`config.mk`:
```
export PLATFORM = sky130hd
export DESIGN_NAME = lsu_rv32i
export DESIGN_NICKNAME = d
export VERILOG_FILES = /design/src/rtl/lsu_rv32i.sv
export SDC_FILE = /design/constraint.sdc
export NUM_CORES = 1
export LEC_CHECK = 0
export BUFFER_PORTS_ARGS = -buffer_cell sky130_fd_sc_hd__buf_2
export CORE_ASPECT_RATIO = 1.1
export CORE_UTILIZATION = 30
export DETAILED_ROUTE_END_ITERATION = 8
export GPL_TIMING_DRIVEN = 0
export HOLD_SLACK_MARGIN = 0.15
export SLEW_MARGIN = 10
export SYNTH_ARGS = -nofsm -noshare
export SYNTH_HDL_FRONTEND = slang
export SYNTH_SLANG_ARGS = --single-unit
```
`constraint.sdc`:
```
create_clock -name i_clk -period 1.7 [get_ports i_clk]
set_input_delay 0.17 -clock i_clk [delete_from_list [all_inputs] [get_ports i_clk]]
set_output_delay 0.17 -clock i_clk [all_outputs]
set_load 0.01 [all_outputs]
```
`src/rtl/lsu_rv32i.sv`:
```
// lsu_rv32i: RV32I load/store unit driving a word-addressed req/ack data memory
module lsu_rv32i #(
  parameter int ADDR_W = 30
) (
  input  logic              i_clk,
  input  logic              i_rst,
  input  logic              i_valid,
  input  logic              i_is_store,
  input  logic [3:0]        i_mem_size,
  input  logic              i_unsigned,
  input  logic [31:0]       i_addr,
  input  logic [31:0]       i_wdata,
  output logic              o_stall,
  output logic              o_done,
  output logic              o_err,
  output logic [31:0]       o_rdata,
  output logic              o_mem_req,
  output logic              o_mem_we,
  output logic [ADDR_W-1:0] o_mem_addr,
  output logic [3:0]        o_mem_be,
  output logic [31:0]       o_mem_wdata,
  input  logic              i_mem_ack,
  input  logic [31:0]       i_mem_rdata
);
  typedef enum logic [1:0] {IDLE, REQ, DONE} state_t;
  state_t state, state_n;
  logic lat_store, lat_h, lat_w, lat_u;
  logic [1:0] lat_a;
  logic legal;
  logic [3:0] be;
  logic [31:0] wd, lane, ld;
  // Decode the incoming request: legality, byte enables, replicated store data
  always_comb begin
    legal = (i_mem_size == 4'd1) || (i_mem_size == 4'd2 && !i_addr[0]) ||
            (i_mem_size == 4'd4 && i_addr[1:0] == 2'b00);
    be = i_mem_size == 4'd4 ? 4'b1111 :
         i_mem_size == 4'd2 ? (i_addr[1] ? 4'b1100 : 4'b0011) :
         4'b0001 << i_addr[1:0];
    wd = !i_is_store ? 32'h0 :
         i_mem_size == 4'd4 ? i_wdata :
         i_mem_size == 4'd2 ? {2{i_wdata[15:0]}} : {4{i_wdata[7:0]}};
  end
  // Format the returned word: pick the lane, then sign- or zero-extend
  always_comb begin
    lane = i_mem_rdata >> {lat_a, 3'b000};
    ld = lat_w ? i_mem_rdata :
         lat_h ? {{16{~lat_u & lane[15]}}, lane[15:0]} :
         {{24{~lat_u & lane[7]}}, lane[7:0]};
  end
  // State register
  always_ff @(posedge i_clk)
    state <= i_rst ? IDLE : state_n;
  // Next-state logic; illegal accesses bypass memory straight to DONE
  always_comb begin
    state_n = state;
    if (state == IDLE && i_valid) state_n = legal ? REQ : DONE;
    else if (state == REQ && i_mem_ack) state_n = DONE;
    else if (state == DONE) state_n = IDLE;
  end
  // Stall while accepting or waiting on memory; completion pulse in DONE
  always_comb begin
    o_stall = (state == IDLE && i_valid) || state == REQ;
    o_done = state == DONE;
  end
  // Latch the access at accept, hold memory outputs until ack, capture load data
  always_ff @(posedge i_clk) begin
    if (i_rst) begin
      lat_store <= 1'b0;
      lat_h <= 1'b0;
      lat_w <= 1'b0;
      lat_u <= 1'b0;
      lat_a <= 2'b00;
      o_err <= 1'b0;
      o_rdata <= 32'h0;
      o_mem_req <= 1'b0;
      o_mem_we <= 1'b0;
      o_mem_addr <= '0;
      o_mem_be <= 4'h0;
      o_mem_wdata <= 32'h0;
    end else if (state == IDLE && i_valid) begin
      lat_store <= i_is_store;
      lat_h <= i_mem_size == 4'd2;
      lat_w <= i_mem_size == 4'd4;
      lat_u <= i_unsigned;
      lat_a <= i_addr[1:0];
      o_err <= !legal;
      o_rdata <= 32'h0;
      o_mem_req <= legal;
      o_mem_we <= legal & i_is_store;
      o_mem_addr <= legal ? i_addr[ADDR_W+1:2] : '0;
      o_mem_be <= legal ? be : 4'h0;
      o_mem_wdata <= legal ? wd : 32'h0;
    end else if (state == REQ && i_mem_ack) begin
      o_mem_req <= 1'b0;
      o_rdata <= lat_store ? 32'h0 : ld;
    end else if (state == DONE) begin
      o_err <= 1'b0;
    end
  end
endmodule

```
==> flow_metrics.tcl <==
set metrics [dict create \
    yosys.area_share.adder 0 \
    worstSetupPathType "flop to flop" \
    place_congestion 0.888 \
    grt_start_max_net_pins 17 \
    reg2reg_from "state[1]$_SDFFE_PP0P_" \
    io_pins 209 \
    numCtsBuffers 9 \
    critPathLaunch "state[1]$_SDFFE_PP0P_" \
    viasPerCell 5.18 \
    status "complete, but fails checks" \
    cp.arrival_ns 2.13 \
    numPlacedInstances 960 \
    p_leak_nw 3.39 \
    ys.flop_type "dfxtp_1" \
    hp-class "primary input to flop" \
    power.density_nw_per_um2 738 \
    layout_cells_sized_above_1 0.400 \
    drc_errors 0 \
    synthCells 553 \
    nets_finish 948 \
    num_antenna_cells 0 \
    synth.lib_cells_used.distinct 45 \
    areaGrowthSynthToFinish_pct 54.5 \
    failing_checks "negative setup slack" \
    synth-async-reset-ratio 0 \
    power.switching_mw 1.46 \
    netlist_area_um2 4930 \
    synth-simple-area-share 0.162 \
    timing.critical_path.required_ns 2.00 \
    die_x_um 124 \
    dpl_worst_slack_ns -0.566 \
    slew_headroom 0.506 \
    avgSynthCellArea_um2 8.91 \
    wl_per_cell_um 17.2 \
    first_iter_violations 303 \
    synth_top_family_by_area "compound AO/OA/AOI/OAI gates" \
    antenna_violating_nets_remaining 0 \
    clock-sinks 109 \
    reg2regPathDepth 7 \
    clkLatencyLatePin_ns 0.36 \
    synth-edff-count 0 \
    multi_input_comb_area_um2 2660 \
    tritoncts "yes" \
    cp_max_fo 5 \
    placementRows 48 \
    cts_buffer_depth 2 \
    post_layout_nonfiller_instances 1047 \
    synth-warning-count 0 \
    io_buffer_count 207 \
    floorplan.initialDensity 0.311 \
    wire_length_of_the_first_global_routing_pass_mm 27.5 \
    postRouteWirelength_mm 18.0 \
    ctsRootBufferMaster "clkbuf_16" \
    power.clock.fraction 0.384 \
    n_fill_cell 1602 \
    gr-usage-all-layers 0.214 \
    worstSetupEndpointType "flop" \
    die_area_um2 16900 \
    dpl.hpwl_mm 12.3 \
    first_pass_iters 5 \
    globalRoute.totalOverflow 0 \
    timing.final.setup_violations 81 \
    synth_compound_gate_area_share 0.300 \
    timing.final.hold_violations 0 \
    die_height_um 136 \
    power_frac_comb 0.151 \
    crit_end "o_mem_wdata[2]$_SDFFE_PP0P_" \
    synth-xor-area-share 0 \
    placeableCoreArea_um2 15900 \
    final-seq-area_um2 2190 \
    vdd_ir_drop_max_mv 0.449 \
    power.sequential.fraction 0.465 \
    slew_viol_final 0 \
    setup-tns-final_ns -6.28 \
    cellInternalPower_mw 4.15 \
    number_of_global_route_vias_before_repair 5270 \
    dp_area_um2 6220 \
    detailroute.via_count 5426 \
    reg2reg_setup_slack_ns -0.13 \
    max_freq_ghz 0.547 \
    grt_antenna_before_repair 0 \
    unrepaired_setup_endpoints_after_global_routing "yes" \
    min_tclk_post_route_ns 1.83 \
    multiplexer_share_of_the_synthesized_area 0.0411 \
    ys_ff_latch 109 \
    cap_viol_max_count 0 \
    clock_transition_at_the_registers_of_the_reported_paths_ns 0.07 \
    fin_crit_sh 1.08 \
    final_cell_area_um2 7610 \
    synth.yosys.seq_area_share 0.443 \
    crit_path_start_kind "flop" \
    worst_pin_slew_ns 0.733 \
    final.setup_skew_ns 0.00451 \
    setup_slack_ns -0.129 \
    switching_share 0.260 \
    h_tree_level_count 3 \
    syn_nets 659 \
    r2r-end "o_mem_wdata[2]$_SDFFE_PP0P_" \
]
critical path, stage by stage, from the launching register on:
cell and delay (ns):
dfxtp_4 0.34, or3b_4 0.40, or3_4 0.36, a21oi_4 0.15, buf_12 0.14, buf_12 0.12
buf_8 0.11, a32o_1 0.16
through the flow:
stage	power [mW]	util	hold slack, ns
floorplan	3.00	-	0.295
global placement	3.31	0.392	0.379
detailed placement	3.32	0.392	0.386
CTS	5.64	0.470	0.151
global route	5.87	0.480	0.166
finish	5.61	0.480	0.157
logic make-up after synthesis:
kind of cell	after synthesis
AND/OR/NAND/NOR	156
flip-flops	109
buffers and inverters	62
AO/OA/AOI/OAI	207
multiplexers	19
Yosys cell counts, types with 2 or more instances:
cell       instances  share of area
a21o_1            17          0.026
a21oi_1           28          0.028
a21oi_2            2         0.0036
a221oi_1           2         0.0036
a22o_1            34          0.060
a31oi_1            2         0.0025
a32o_1             8          0.016
and3_1             7         0.0089
buf_1              5         0.0038
buf_2              9         0.0091
buf_6              3         0.0069
clkbuf_1          34          0.026
dfxtp_1          109           0.44
inv_1             11         0.0084
mux2i_1           18          0.037
nand2_1           64          0.049
nand2b_1           7         0.0089
nand3_1           25          0.025
nand3b_1           8          0.012
nor2_1            11         0.0084
nor2b_1           13          0.017
nor3_1             2         0.0020
nor3b_1            3         0.0046
nor4_1             8          0.010
o2111ai_1          7          0.012
o211ai_1          14          0.021
o21ai_0           44          0.045
o21ai_1            5         0.0051
o21ai_2           14          0.025
o21bai_1           2         0.0030
o221ai_1          16          0.028
o22ai_1            7         0.0089
or3_1              2         0.0025
registers in the layout, indices dropped and copies added (netlist names), 2 cells and up:
name         cells
o_mem_wdata     32
o_rdata         32
o_mem_addr      30
o_mem_be         4
lat_a            2
state            2
what timing repair did:
action / in CTS / in global routing
endpoints found under the hold margin: 47 / 0
endpoints found under the setup margin: 95 / 99
hold buffers: 47 / 0
gates cloned: 6 / 1
gates resized for setup: 63 / 62
setup buffers: 22 / 3
pin swaps: 7 / 8
area by class of cell:
class	instances	area share
Tap cell	200	0.0329
Multi-Input combinational cell	382	0.350
Clock inverter	4	0.00625
Inverter	11	0.00542
Clock buffer	12	0.0324
Sequential cell	109	0.288
Timing Repair Buffer	283	0.246
Buffer	46	0.0395
worst min path at each step:
| stage | from | to | cells past startpoint |
|---|---|---|---|
| floorplan | i_addr[19] | o_mem_addr[17]$_SDFFE_PP0P_ | 1 |
| global placement | i_addr[17] | o_mem_addr[15]$_SDFFE_PP0P_ | 2 |
| detailed placement | i_addr[5] | o_mem_addr[3]$_SDFFE_PP0P_ | 2 |
| CTS | i_wdata[26] | o_mem_wdata[26]$_SDFFE_PP0P_ | 3 |
| global route | i_wdata[5] | o_mem_wdata[5]$_SDFFE_PP0P_ | 2 |
| finish | i_mem_rdata[1] | o_rdata[1]$_SDFFE_PP0P_ | 3 |
power groups by stage:
stage          registers [mW]  logic [mW]  clock network [mW]
6_report                 2.61       0.849                2.16
5_1_grt                  2.61       0.915                2.34
4_1_cts                  2.61       0.811                2.22
3_5_place_dp             2.66       0.652                   0
3_3_place_gp             2.66       0.650                   0
2_1_floorplan            2.67       0.330                   0
routing by layer:
metal  GRT usage  vias up  wire length (µm)
li1            -     2625                 -
met1       0.255     2567              7560
met2       0.366      214              8800
met3      0.0549       20              1310
met4      0.0747        0               370
met5           0        -                 0
cells in the final DEF (no fill, tap or decap), drive strengths merged, types with 8 or more instances in the layout:
cell type	instances
a22o	34
o221ai	16
nor2b	13
o21ai	63
nand3	25
a32o	8
clkbuf	41
dfxtp	109
dlygate4sd3	47
nor2	11
o211ai	14
a21o	17
nand2	64
nor4	8
mux2i	18
nand3b	9
buf	253
a21oi	30
inv	11
Power figures use the tool's default switching activity.
